### src/rtl/fifo_write_arbiter_if.sv
// ---------------------------------------------------------------------------
// fifo_write_arbiter_if
//   Bundles the two producer handshakes and the FIFO write port that the
//   fifo_write_arbiter sits between.
//
//   Signals (directions as seen by the arbiter, i.e. the slave modport):
//     Req0_In / Data0_In    in   producer 0 valid beat and its data
//     Ack0_Out              out  producer 0 beat written this cycle
//     Req1_In / Data1_In    in   producer 1 valid beat and its data
//     Ack1_Out              out  producer 1 beat written this cycle
//     FIFO_Full_In          in   FIFO full flag
//     FIFO_Data_Out         out  data towards the FIFO
//     FIFO_Write_Out        out  FIFO write enable
//     Grant_Out             out  one-hot current grant, 2'b00 when idle
//
//   master : the producers/FIFO side (drives requests, data and full)
//   slave  : the arbiter itself
// ---------------------------------------------------------------------------
interface fifo_write_arbiter_if #(
  parameter int DATA_WIDTH = 16
);
  logic                  Req0_In;
  logic [DATA_WIDTH-1:0] Data0_In;
  logic                  Ack0_Out;
  logic                  Req1_In;
  logic [DATA_WIDTH-1:0] Data1_In;
  logic                  Ack1_Out;
  logic                  FIFO_Full_In;
  logic [DATA_WIDTH-1:0] FIFO_Data_Out;
  logic                  FIFO_Write_Out;
  logic [1:0]            Grant_Out;

  modport slave (
    input  Req0_In, Data0_In, Req1_In, Data1_In, FIFO_Full_In,
    output Ack0_Out, Ack1_Out, FIFO_Data_Out, FIFO_Write_Out, Grant_Out
  );

  modport master (
    output Req0_In, Data0_In, Req1_In, Data1_In, FIFO_Full_In,
    input  Ack0_Out, Ack1_Out, FIFO_Data_Out, FIFO_Write_Out, Grant_Out
  );
endinterface

### src/rtl/fifo_write_arbiter.sv
// ---------------------------------------------------------------------------
// fifo_write_arbiter
//   Shares the write port of one FIFO between two producers. Round-robin
//   arbitration with bounded bursts: the granted producer streams up to
//   MAX_BURST beats before the other one (if waiting) takes over. FIFO full
//   stalls the granted producer without giving the grant away.
//
//   Ports:
//     Clk_In    in  clock, rising edge
//     Reset_In  in  synchronous, active-high reset
//     bus       fifo_write_arbiter_if.slave: producer handshakes, FIFO write
//               port and the registered one-hot grant
//
//   A beat is the same-cycle handshake Req_x & ~FIFO_Full_In while granted;
//   write enable, data and Ack are decoded combinationally from the
//   registered grant so a producer can stream one beat per cycle.
// ---------------------------------------------------------------------------
module fifo_write_arbiter #(
  parameter int DATA_WIDTH = 16,
  parameter int MAX_BURST  = 4
) (
  input  logic                 Clk_In,
  input  logic                 Reset_In,
  fifo_write_arbiter_if.slave  bus
);

  localparam int CNT_W = $clog2(MAX_BURST + 1);
  // Value of the beat counter on the beat that completes a full burst.
  localparam logic [CNT_W-1:0] LAST_BEAT = CNT_W'(MAX_BURST - 1);

  // Encoding doubles as the one-hot grant, so Grant_Out is a pure register.
  typedef enum logic [1:0] {
    IDLE = 2'b00,
    GNT0 = 2'b01,
    GNT1 = 2'b10
  } state_t;

  state_t                r_state;
  logic [CNT_W-1:0]      r_beat_cnt;
  logic                  r_last_served;

  logic                  w_beat0;
  logic                  w_beat1;
  logic [DATA_WIDTH-1:0] w_data;

  // Beat decode and FIFO data mux from the registered grant.
  always_comb begin
    w_beat0 = 1'b0;
    w_beat1 = 1'b0;
    w_data  = {DATA_WIDTH{1'b0}};
    if (Reset_In) begin
      // Keep the FIFO and producers quiet while reset is being applied.
      w_beat0 = 1'b0;
      w_beat1 = 1'b0;
      w_data  = {DATA_WIDTH{1'b0}};
    end else begin
      case (r_state)
        GNT0: begin
          w_beat0 = bus.Req0_In & ~bus.FIFO_Full_In;
          w_data  = bus.Data0_In;
        end
        GNT1: begin
          w_beat1 = bus.Req1_In & ~bus.FIFO_Full_In;
          w_data  = bus.Data1_In;
        end
        default: begin
          w_beat0 = 1'b0;
          w_beat1 = 1'b0;
          w_data  = {DATA_WIDTH{1'b0}};
        end
      endcase
    end
  end

  assign bus.FIFO_Write_Out = w_beat0 | w_beat1;
  assign bus.FIFO_Data_Out  = w_data;
  assign bus.Ack0_Out       = w_beat0;
  assign bus.Ack1_Out       = w_beat1;
  assign bus.Grant_Out      = r_state;

  // Arbitration FSM: grant selection, burst counting and fairness memory.
  always_ff @(posedge Clk_In) begin
    if (Reset_In) begin
      r_state       <= IDLE;
      r_beat_cnt    <= {CNT_W{1'b0}};
      r_last_served <= 1'b1;  // channel 0 wins the first tie
    end else begin
      case (r_state)
        IDLE: begin
          r_beat_cnt <= {CNT_W{1'b0}};
          if (bus.Req0_In && bus.Req1_In) begin
            r_state <= r_last_served ? GNT0 : GNT1;
          end else if (bus.Req0_In) begin
            r_state <= GNT0;
          end else if (bus.Req1_In) begin
            r_state <= GNT1;
          end else begin
            r_state <= IDLE;
          end
        end

        GNT0: begin
          if (!bus.Req0_In) begin
            r_last_served <= 1'b0;
            r_beat_cnt    <= {CNT_W{1'b0}};
            r_state       <= bus.Req1_In ? GNT1 : IDLE;
          end else if (bus.FIFO_Full_In) begin
            // Stalled: counter frozen and grant kept, no switch on full.
            r_beat_cnt <= r_beat_cnt;
          end else if (r_beat_cnt == LAST_BEAT) begin
            r_beat_cnt <= {CNT_W{1'b0}};
            if (bus.Req1_In) begin
              r_last_served <= 1'b0;
              r_state       <= GNT1;
            end else begin
              // Nobody waiting: start a fresh burst on the same channel.
              r_state <= GNT0;
            end
          end else begin
            r_beat_cnt <= r_beat_cnt + CNT_W'(1'b1);
          end
        end

        GNT1: begin
          if (!bus.Req1_In) begin
            r_last_served <= 1'b1;
            r_beat_cnt    <= {CNT_W{1'b0}};
            r_state       <= bus.Req0_In ? GNT0 : IDLE;
          end else if (bus.FIFO_Full_In) begin
            r_beat_cnt <= r_beat_cnt;
          end else if (r_beat_cnt == LAST_BEAT) begin
            r_beat_cnt <= {CNT_W{1'b0}};
            if (bus.Req0_In) begin
              r_last_served <= 1'b1;
              r_state       <= GNT0;
            end else begin
              r_state <= GNT1;
            end
          end else begin
            r_beat_cnt <= r_beat_cnt + CNT_W'(1'b1);
          end
        end

        default: begin
          r_state    <= IDLE;
          r_beat_cnt <= {CNT_W{1'b0}};
        end
      endcase
    end
  end

endmodule
### src/flat_wrapper.sv
// flat-port wrapper written by rule: the top's interface ports become plain ports
module fifo_write_arbiter_flat 
#(
  parameter int DATA_WIDTH = 16,
  parameter int MAX_BURST  = 4
)
  (Clk_In, Reset_In, bus_Req0_In, bus_Data0_In, bus_Req1_In, bus_Data1_In, bus_FIFO_Full_In, bus_Ack0_Out, bus_Ack1_Out, bus_FIFO_Data_Out, bus_FIFO_Write_Out, bus_Grant_Out);
  fifo_write_arbiter_if #(.DATA_WIDTH(DATA_WIDTH)) bus_i ();
  input  logic Clk_In;
  input  logic Reset_In;
  input wire logic [$bits(bus_i.Req0_In)-1:0] bus_Req0_In;
  input wire logic [$bits(bus_i.Data0_In)-1:0] bus_Data0_In;
  input wire logic [$bits(bus_i.Req1_In)-1:0] bus_Req1_In;
  input wire logic [$bits(bus_i.Data1_In)-1:0] bus_Data1_In;
  input wire logic [$bits(bus_i.FIFO_Full_In)-1:0] bus_FIFO_Full_In;
  output wire logic [$bits(bus_i.Ack0_Out)-1:0] bus_Ack0_Out;
  output wire logic [$bits(bus_i.Ack1_Out)-1:0] bus_Ack1_Out;
  output wire logic [$bits(bus_i.FIFO_Data_Out)-1:0] bus_FIFO_Data_Out;
  output wire logic [$bits(bus_i.FIFO_Write_Out)-1:0] bus_FIFO_Write_Out;
  output wire logic [$bits(bus_i.Grant_Out)-1:0] bus_Grant_Out;
  assign bus_i.Req0_In = bus_Req0_In;
  assign bus_i.Data0_In = bus_Data0_In;
  assign bus_i.Req1_In = bus_Req1_In;
  assign bus_i.Data1_In = bus_Data1_In;
  assign bus_i.FIFO_Full_In = bus_FIFO_Full_In;
  assign bus_Ack0_Out = bus_i.Ack0_Out;
  assign bus_Ack1_Out = bus_i.Ack1_Out;
  assign bus_FIFO_Data_Out = bus_i.FIFO_Data_Out;
  assign bus_FIFO_Write_Out = bus_i.FIFO_Write_Out;
  assign bus_Grant_Out = bus_i.Grant_Out;
  fifo_write_arbiter #(.DATA_WIDTH(DATA_WIDTH), .MAX_BURST(MAX_BURST)) u_core (.Clk_In(Clk_In), .Reset_In(Reset_In), .bus(bus_i));
endmodule
### config.mk
export PLATFORM = sky130hd
export DESIGN_NAME = fifo_write_arbiter_flat
export DESIGN_NICKNAME = d
export VERILOG_FILES = /design/src/rtl/fifo_write_arbiter_if.sv /design/src/rtl/fifo_write_arbiter.sv /design/src/flat_wrapper.sv
export SDC_FILE = /design/constraint.sdc
export NUM_CORES = 1
export LEC_CHECK = 0
export ABC_AREA = 1
export ABC_CLOCK_PERIOD_IN_PS = 1750
export CORE_MARGIN = 4
export CORE_UTILIZATION = 29
export DETAILED_ROUTE_END_ITERATION = 10
export PLACE_DENSITY_LB_ADDON = 0.15
export SYNTH_ARGS = -nofsm -noshare
export SYNTH_HDL_FRONTEND = slang
export SYNTH_SLANG_ARGS = --single-unit
### constraint.sdc
create_clock -name Clk_In -period 1.75 [get_ports Clk_In]
set_input_delay 0.525 -clock Clk_In [delete_from_list [all_inputs] [get_ports Clk_In]]
set_output_delay 0.525 -clock Clk_In [all_outputs]
set_load 0.1 [all_outputs]
==> run summary, run 1 <==
Non-Filler Instances = 228
grt ovf = 0
worst min path class = reg -> reg
Worst EP required = 1.22 ns
largest net degree at the start of global routing = 9
CTS clk-pin slew, worst paths = 0.05 ns
Final Wtd Congestion = 0.802
Sink Count = 6
type of origin of the critical path = register
CP dominant cell by count = inv_2
CP bufs+invs = 5
global-route wire length before repair = 5400 um
Setup TNS = -6.17 ns
Detail Route Antenna Nets = 0
WL/cell = 14.4 um
unrepaired setup endpoints after global routing = true
crit end category = output pin
post-layout minimum cycle time = 2.11 ns
CTS Buffer Depth = 2
Worst Clk Skew = 0.00699 ns
Yosys top cell by area = nand2_1
hold buffer count at CTS = 0
CTS H-tree lvls = 1
worst skew pair latency = 0.25 ns
failing checks = negative setup slack
CTS buffer count = 3
area delta synth->final = 181%
initial DRC count = 35
Power Internal = 0.000966 W
core box area = 2280 um^2
worst slack, placed = -0.519 ns
Post-synth EDFFs = 0
Yosys reg bits = 6
HPWL Detailed = 2540 um
vias in the first global route = 1218
Critical R2R Capture = u_core.r_last_served$_SDFFE_PP1P_
Critical Path, Cell by Cell = inv_2 > ha_4 > inv_2 > nor2_4 > buf_6 > inv_8 > a21oi_4 > buf_12
period utilisation layout = 121%
Syn Inst Count = 122
crit-path max FO = 8
synth warn = 0
max-cap violation count = 0
Most used DFF post-synth = dfxtp_1
CP max stage delay = 0.34 ns
drc violations = 0
register share of total power = 9.4%
Synth top area share = 25.4%
Total Routing Usage GR = 20.5%
vias per cell = 4.89
Synth area leaders = nand2_1 25%, dfxtp_1 17%, a21oi_1 14%
r2r setup slk = 0.18 ns
Worst Hold End = u_core.r_last_served$_SDFFE_PP1P_
I/O Buffers = 57
list of most frequent post-synthesis cells = 48 x nand2_1, 20 x a21oi_1, 12 x inv_1
Final #Nets = 243
Unique masters post-synth = 18
Syn Nets = 164
outcome = finished with violations
Slowest-stage cell, CP = dfxtp_4
Sw Ratio = 55.5%
CTS tree = built
post-layout util = 87.7%
critical path class = reg -> out
# IOs = 58
ys async rst share = 0%
Die W = 57.5 um
sequential area share after synthesis = 16.9%
P_sw = 0.00121 W
syn avg cell area = 5.83 um^2
Min-Delay Startpoint = u_core.r_last_served$_SDFFE_PP1P_
PnR worst setup slack = -0.360 ns
Fin. Hold Viols = 0
root buffer cell = clkbuf_4
VDD IR max = 0.858 mV
initial antenna violation count = 0
WL final = 3280 um
P_leak = 0.750 nW
count leader, synth = nand2_1
DRT Pass-1 Iters = 4
synthesized area = 711 um^2
via count = 1116
clock share of power = 6.3%
# setup viols final = 19
Relative slew margins = 84.5%
Pwr per Cell Area = 1090 nW/um^2
Logic pwr share = 84.2%
reg2reg start = u_core.bus.Grant_Out[1]$_SDFFE_PP0P_
Top delay family on crit path = buffers and inverters
ANT cells = 0
Die Height = 57.5 um
R2R depth = 11
post-placement cell count = 216
Hold Path Stages = 2
Worst EP arrival = 1.58 ns
initial core utilization = 31.2%
Die ar. = 3310 um^2
Max Clk Rate = 474 MHz
layout cells sized above 1 = 43.5%
max-slew violation count = 0
Rows = 17
Worst-Margin Slew = 0.230 ns
Pwr Total = 0.00217 W
[layout make-up]
type,instances,area [um^2]
Tap cell,28,35.0
Timing Repair inverter,1,11.3
Inverter,13,58.8
Multi-Input combinational cell,98,779
Clock buffer,4,26.3
Sequential cell,6,128
Fill cell,120,279
Timing Repair Buffer,78,958
[repair_timing]
item,CTS,global route
resized for setup,24,2
endpoints found under the setup margin,19,19
pin swaps,6,2
gates cloned,4,0
buffers inserted,4,0
[worst min-delay path: stages, from the launching register on]
cell	delay (ns)
dfxtp_1	0.33
nand2_1	0.08
nand3_1	0.06
[flip-flops by register name, summed over array words and instances (netlist names)]
register and count:
u_core.bus.Grant_Out 2, u_core.r_beat_cnt 3, u_core.r_last_served 1
[logic make-up after synthesis]
| family | Yosys count | share of synthesized area, % |
|---|---|---|
| DFF | 6 | 16.9 |
| and+or+nand+nor | 68 | 44.0 |
| adders and majority gates | 5 | 8.80 |
| buffers and inverters | 18 | 11.1 |
| AOI/OAI and AO/OA | 25 | 19.2 |
[per-layer routing]
layer | wire length [um] | share of wire, % | global-route usage, % | up-vias
met5 | 0 | 0 | 0 | -
met4 | 29 | 0.88 | 3.64 | 0
met3 | 255 | 7.8 | 5.43 | 3
met2 | 1820 | 56 | 42.4 | 45
met1 | 1170 | 36 | 19.8 | 522
li1 | - | - | - | 546
[through the flow]
stage	cell area [um^2]	hold slack (ns)
floorplan	950	0.450
global placement	1830	0.484
detailed placement	1830	0.503
CTS	1990	0.525
global route	2000	0.553
finish	2000	0.531
[power by group through the flow]
stage / clock [W] / sequential [W] / combinational, W
floorplan: 0 / 0.000330 / 0.000955
global placement: 0 / 0.000200 / 0.00155
detailed placement: 0 / 0.000202 / 0.00159
CTS: 0.000147 / 0.000200 / 0.00183
global route: 0.000160 / 0.000207 / 0.00192
finish: 0.000137 / 0.000205 / 0.00183
[worst max-delay path by stage]
stage                                                     from               endpoint  slack (ns)  depth (start not counted)
after floorplan           u_core.bus.Grant_Out[1]$_SDFFE_PP0P_  bus_FIFO_Data_Out[10]       -0.63                          7
after global placement                                Reset_In   bus_FIFO_Data_Out[4]       -0.49                          5
after detailed placement                              Reset_In   bus_FIFO_Data_Out[2]       -0.52                          5
after CTS                 u_core.bus.Grant_Out[0]$_SDFFE_PP0P_   bus_FIFO_Data_Out[2]       -0.33                          8
after global routing      u_core.bus.Grant_Out[0]$_SDFFE_PP0P_  bus_FIFO_Data_Out[12]       -0.41                          8
final                     u_core.bus.Grant_Out[0]$_SDFFE_PP0P_  bus_FIFO_Data_Out[14]       -0.36                          8
[cell usage in the layout (no fill, tap or decap), types with 2 or more instances in the layout]
cell and n:
dfxtp_4 2, buf_12 21, nand2_4 4, nor2_4 3, dfxtp_1 4, a21oi_4 17
inv_1 7, nand3_1 2, clkbuf_4 3, inv_2 4, a21oi_1 3, o21ai_0 3
nor2_1 7, ha_4 3, inv_8 2, buf_6 5, clkdlybuf4s50_1 32, buf_2 2
dlygate4sd2_1 3, buf_4 13, nand2_1 47, ha_1 2
Power figures use the tool's default switching activity.
==> inputs of run 2 (changes only) <==
CORE_UTILIZATION = 54   (was 29)
DONT_BUFFER_PORTS = 1   (was not set)
==> run 2 against run 1 <==
Net effect: area after synthesis is the same; synthesized cell count is the same; the flow now stops in detailed placement.
==> run summary, run 2 <==
outcome = did not finish
stage reached = detailed placement
first error = [ERROR DPL-0038] Utilization greater than 100%, impossible to legalize
Synth Area in Compound Gates = 19.2%
mux share of post-synthesis cell area = 0%
Yosys top cell by area = nand2_1
Die Height = 44.3 um
Synth top area share = 25.4%
Rows = 12
Die W = 44.3 um
synth warn = 0
syn avg cell area = 5.83 um^2
initial core utilization = 60.7%
synthesized area = 711 um^2
Synth area leaders = nand2_1 25%, dfxtp_1 17%, a21oi_1 14%
Adder-Cell Fraction of Synth Area = 8.80%
Syn Inst Count = 122
Final Wtd Congestion = 0.827
Yosys reg bits = 6
Post-Synth Simple-Gate Area = 44.0%
xor-xnor portion of the synthesized cell area = 0%
Post-synth EDFFs = 0
Syn Nets = 164
sequential area share after synthesis = 16.9%
ys async rst share = 0%
Most used DFF post-synth = dfxtp_1
count leader, synth = nand2_1
main combinational cell family by area after synthesis = simple AND/OR/NAND/NOR gates
Unique masters post-synth = 18
# IOs = 58
list of most frequent post-synthesis cells = 48 x nand2_1, 20 x a21oi_1, 12 x inv_1
I/O Buffers = 0
-- run 2: kinds of logic after synthesis --
logic type | after synthesis
compound gates | 25
fa+ha+maj | 5
buf+inv | 18
flops | 6
simple gates | 68
-- run 2: through the flow --
| step | hold slack [ns] | cells |
|---|---|---|
| after floorplan | 0.450 | 122 |
| after global placement | 0.471 | 165 |
==> inputs of run 3 (changes only) <==
ABC_CLOCK_PERIOD_IN_PS = 2300   (was 1750)
CORE_AREA = 4 4 65 67   (was not set)
CORE_MARGIN = not set   (was 4)
CORE_UTILIZATION = not set   (was 54)
DIE_AREA = 0 0 69 71   (was not set)
clock period = 2.3 ns   (was 1.75 ns; I/O delays follow)
==> run 3 against run 2 <==
Net effect: the run now ends clean.
==> run summary, run 3 (same netlist as run 1, synthesis figures left out) <==
max-slew violation count = 0
Worst-Margin Slew = 0.303 ns
commonest non-fill, non-tap cell in the layout = nand2_1
Sink Count = 6
HPWL Detailed = 2110 um
area delta synth->final = 117%
Detail Route Antenna Nets = 0
Worst EP arrival = 1.60 ns
outcome = completed
Final Wtd Congestion = 0.743
largest net degree at the start of global routing = 17
crit end category = output pin
most frequent cells in the layout = 48 x nand2_1, 21 x buf_12, 17 x a21oi_4
multi-input combinational cell area = 743 um^2
# IOs = 58
# setup viols final = 0
CTS H-tree lvls = 1
Critical Path, Cell by Cell = inv_2 > ha_4 > inv_2 > nor2_4 > buf_12 > inv_16 > a21oi_4 > buf_12
Worst Clk Skew = 0.00519 ns
CTS tree = built
crit-path max FO = 8
P_sw = 0.000858 W
Top reg by flops = u_core.r_beat_cnt
ANT cells = 0
hold slack = 0.499 ns
clock share of power = 11.5%
layout cells sized above 1 = 48.0%
grt ovf = 0
Total Routing Usage GR = 10.9%
Fin. Hold Viols = 0
DRT Pass-1 Iters = 4
initial core utilization = 19.6%
post-layout minimum cycle time = 2.29 ns
period utilisation layout = 99.5%
worst slack, placed = 0.195 ns
worst min path class = reg -> reg
Relative slew margins = 79.8%
VDD IR max = 0.536 mV
WL final = 2550 um
CTS buffer count = 3
CTS clk-pin slew, worst paths = 0.04 ns
drc violations = 0
Worst EP required = 1.61 ns
critical path class = reg -> out
Rows = 22
Layout fillers = 398
root buffer cell = clkbuf_8
Die W = 69 um
global-route wire length before repair = 4360 um
initial antenna violation count = 0
Pwr per Cell Area = 982 nW/um^2
CP max stage delay = 0.35 ns
register share of total power = 10.3%
PnR worst setup slack = 0.0121 ns
Die Height = 71 um
worst skew pair latency = 0.23 ns
vias in the first global route = 961
vias per cell = 4.44
Pwr Total = 0.00152 W
Register Area = 128 um^2
via count = 887
Max Clk Rate = 437 MHz
max-cap violation count = 0
type of origin of the critical path = register
P_leak = 0.544 nW
CP bufs+invs = 5
Sw Ratio = 56.6%
Final #Nets = 195
Setup TNS = 0 ns
max reg flops = 3
WL/cell = 12.8 um
Logic pwr share = 78.1%
Power Internal = 0.000659 W
CTS Buffer Depth = 2
I/O Buffers = 0
Slowest-stage cell, CP = dfxtp_4
core box area = 3630 um^2
Die ar. = 4900 um^2
unrepaired setup endpoints after global routing = true
Top delay family on crit path = buffers and inverters
initial DRC count = 23
[run 3: cell type report]
class / instances / share of cell area, %
inverters: 13 / 4.21
clock buffers: 4 / 2.91
multi-input cells: 98 / 48.1
well taps: 48 / 3.89
flip-flops and latches: 6 / 8.26
repair inverters: 1 / 1.05
repair buffers: 30 / 31.6
[run 3: power groups by stage]
stage	logic, W	clock network [W]	registers [W]
floorplan	0.000727	0	0.000251
global placement	0.00105	0	0.000159
detailed placement	0.00106	0	0.000163
CTS	0.00113	0.000179	0.000159
global route	0.00127	0.000188	0.000160
finish	0.00119	0.000175	0.000157
[run 3: per-stage QoR]
stage / cells / instance area [um^2] / utilization (%)
6_report: 200 / 1550 / 42.5
5_1_grt: 200 / 1550 / 42.5
4_1_cts: 197 / 1490 / 41.1
3_5_place_dp: 190 / 1400 / 38.6
3_3_place_gp: 190 / 1400 / 38.6
2_1_floorplan: 122 / 950 / -
[run 3: worst reg2reg max path, cell delays in order, from the launching register on]
cell     delay [ns]
dfxtp_4        0.35
inv_2          0.05
ha_4           0.25
inv_2          0.04
nor2_4         0.12
buf_12         0.15
buf_4          0.12
nand2_1        0.10
nor3_2         0.18
[run 3: path summary, 6_finish.rpt]
check / start / end / slack [ns] / cells after the start
hold reg to reg: u_core.r_last_served$_SDFFE_PP1P_ / u_core.r_last_served$_SDFFE_PP1P_ / 0.50 / 2
hold / removal: u_core.r_last_served$_SDFFE_PP1P_ / u_core.r_last_served$_SDFFE_PP1P_ / 0.50 / 2
setup / recovery: u_core.bus.Grant_Out[0]$_SDFFE_PP0P_ / bus_FIFO_Data_Out[6] / 0.01 / 8
setup reg to reg: u_core.bus.Grant_Out[0]$_SDFFE_PP0P_ / u_core.r_beat_cnt[1]$_SDFF_PP0_ / 0.86 / 8
[run 3: what timing repair did]
| action | 4_1_cts | 5_1_grt |
|---|---|---|
| cloned | 1 | 0 |
| setup endpoints to repair | 16 | 16 |
| setup buffers | 2 | 3 |
| hold buffers | 0 | 0 |
| pin swaps | 1 | 1 |
| gates resized for setup | 5 | 7 |
[run 3: metal layers]
layer / vias up / part of all wire (%) / global-route usage (%)
met5: - / 0 / 0
met4: 0 / 1.9 / 5.21
met3: 5 / 11 / 4.69
met2: 41 / 53 / 20.4
met1: 399 / 35 / 10.2
li1: 442 / - / -
==> inputs of run 4 (changes only) <==
CORE_AREA = 2 2 63 65   (was 4 4 65 67)
DIE_AREA = 0 0 65 67   (was 0 0 69 71)
GPL_TIMING_DRIVEN = 0   (was not set)
==> run 4 against run 3 <==
Net effect: the run now ends with negative setup slack left; total power shrank 7.9%; clock skew shrank 0.0016 ns; largest power group unchanged; via count shrank 6.8%.
==> run summary, run 4 (same netlist as run 1, synthesis figures left out) <==
outcome = finished with violations
vias in the first global route = 810
CP max stage delay = 0.57 ns
crit-path max FO = 6
# IOs = 58
Top Usage Layer GRT = met2
type of origin of the critical path = register
P_leak = 0.379 nW
CTS buffer count = 3
I/O Buffers = 0
VDD IR max = 0.326 mV
Layout fillers = 393
Power Internal = 0.000574 W
met2 Use GR = 19.8%
Sink Count = 6
CP bufs+invs = 4
Detail Route Antenna Nets = 0
Final Wtd Congestion = 0.717
met1 GRT Util = 9.97%
largest net degree at the start of global routing = 11
clock share of power = 11.8%
Sw Ratio = 58.9%
Pwr per Cell Area = 1170 nW/um^2
Die ar. = 4360 um^2
unrepaired setup endpoints after global routing = true
Logic pwr share = 69.1%
CTS Buffer Depth = 2
register share of total power = 19.1%
max reg flops = 3
Critical Path, Cell by Cell = inv_4 > ha_4 > inv_2 > nor2_4 > inv_6 > buf_4 > a21oi_4
CTS clk-pin slew, worst paths = 0.04 ns
DRT Pass-1 Iters = 3
Top delay family on crit path = flip-flops
worst slack, placed = -0.338 ns
Worst EP arrival = 2.06 ns
critical path class = reg -> out
WL final = 2060 um
core box area = 3610 um^2
Worst Clk Skew = 0.00356 ns
max-cap violation count = 0
most frequent cells in the layout = 48 x nand2_1, 17 x a21oi_4, 8 x inv_1
Rows = 22
initial antenna violation count = 0
root buffer cell = clkbuf_8
Fin. Hold Viols = 0
WL/cell = 11.4 um
CTS tree = built
Final #Nets = 176
via count = 827
P_sw = 0.000823 W
crit end category = output pin
period utilisation layout = 120%
ANT cells = 0
Worst EP required = 1.61 ns
post-layout minimum cycle time = 2.75 ns
met3 Use GR = 4.05%
Top reg by flops = u_core.r_beat_cnt
area delta synth->final = 68.0%
PnR worst setup slack = -0.452 ns
initial core utilization = 19.7%
Max Clk Rate = 363 MHz
# setup viols final = 19
multi-input combinational cell area = 768 um^2
Relative slew margins = 52.7%
Die Height = 67 um
commonest non-fill, non-tap cell in the layout = nand2_1
Total Routing Usage GR = 10.3%
failing checks = negative setup slack
worst skew pair latency = 0.22 ns
drc violations = 0
vias per cell = 4.57
initial DRC count = 9
HPWL Detailed = 1710 um
Slowest-stage cell, CP = dfxtp_4
layout cells sized above 1 = 39.8%
worst min path class = reg -> reg
CTS H-tree lvls = 1
grt ovf = 0
post-layout util = 33.1%
max-slew violation count = 0
Worst-Margin Slew = 0.708 ns
Register Area = 128 um^2
Die W = 65 um
global-route wire length before repair = 3560 um
## run 4: cell count changes in the layout (fill, tap and decap cells not counted), moves of 2 or more
cell,change
buf_12,-20
buf_4,-2
buf_6,+3
ha_2,-2
inv_2,-2
inv_4,+2
nand2_4,-2
nand2_8,+2
## run 4: routing by layer
layer / up-vias / routed length, um / share of wire, %
met5: - / 0 / 0
met4: 0 / 13 / 0.63
met3: 2 / 259 / 13
met2: 37 / 1050 / 51
met1: 377 / 741 / 36
li1: 411 / - / -
## run 4: power by group through the flow
| stage | registers, W | logic [W] | clock network (W) |
|---|---|---|---|
| global route | 0.000270 | 0.00104 | 0.000180 |
| CTS | 0.000268 | 0.000974 | 0.000170 |
| floorplan | 0.000251 | 0.000727 | 0 |
| detailed placement | 0.000263 | 0.000805 | 0 |
| global placement | 0.000261 | 0.000792 | 0 |
| finish | 0.000266 | 0.000966 | 0.000165 |
## run 4: cell type report
cell class | count | area share [%]
Clock buffer | 4 | 3.77
Sequential cell | 6 | 10.7
Timing Repair Buffer | 8 | 6.71
Multi-Input combinational cell | 98 | 64.4
Inverter | 13 | 4.93
Tap cell | 48 | 5.03
Buffer | 4 | 4.51
## run 4: per-stage QoR
stage                     cell area (um^2)  hold WS, ns  TNS (ns)  power (W)  std cells
after floorplan                        950        0.450     -3.03   0.000978        122
after global placement                1010        0.485     -4.38    0.00105        170
after detailed placement              1010        0.515     -4.44    0.00107        170
after CTS                             1180        0.521     -7.90    0.00141        181
after global routing                  1190        0.518     -9.10    0.00149        181
final                                 1190        0.515     -7.60    0.00140        181
## run 4: final timing paths
path / start / endpoint / slack, ns / cells past startpoint
worst max-delay path: u_core.bus.Grant_Out[1]$_SDFFE_PP0P_ / bus_FIFO_Data_Out[4] / -0.45 / 7
worst min-delay path: u_core.r_last_served$_SDFFE_PP1P_ / u_core.r_last_served$_SDFFE_PP1P_ / 0.52 / 2
worst max register to register: u_core.bus.Grant_Out[1]$_SDFFE_PP0P_ / u_core.r_last_served$_SDFFE_PP1P_ / 0.62 / 10
worst min register to register: u_core.r_last_served$_SDFFE_PP1P_ / u_core.r_last_served$_SDFFE_PP1P_ / 0.52 / 2
## run 4: worst min-delay path, stage by stage, from the launching register on
cell,delay (ns)
dfxtp_1,0.33
nand2_1,0.07
nand3_1,0.06
## run 4: timing repair
| item | 4_1_cts | 5_1_grt |
|---|---|---|
| gates resized for setup | 13 | 1 |
| pin swaps | 6 | 1 |
| hold buffers | 0 | 0 |
| gates cloned | 1 | 0 |
| setup buffers | 7 | 0 |
| setup endpoints to repair | 19 | 19 |
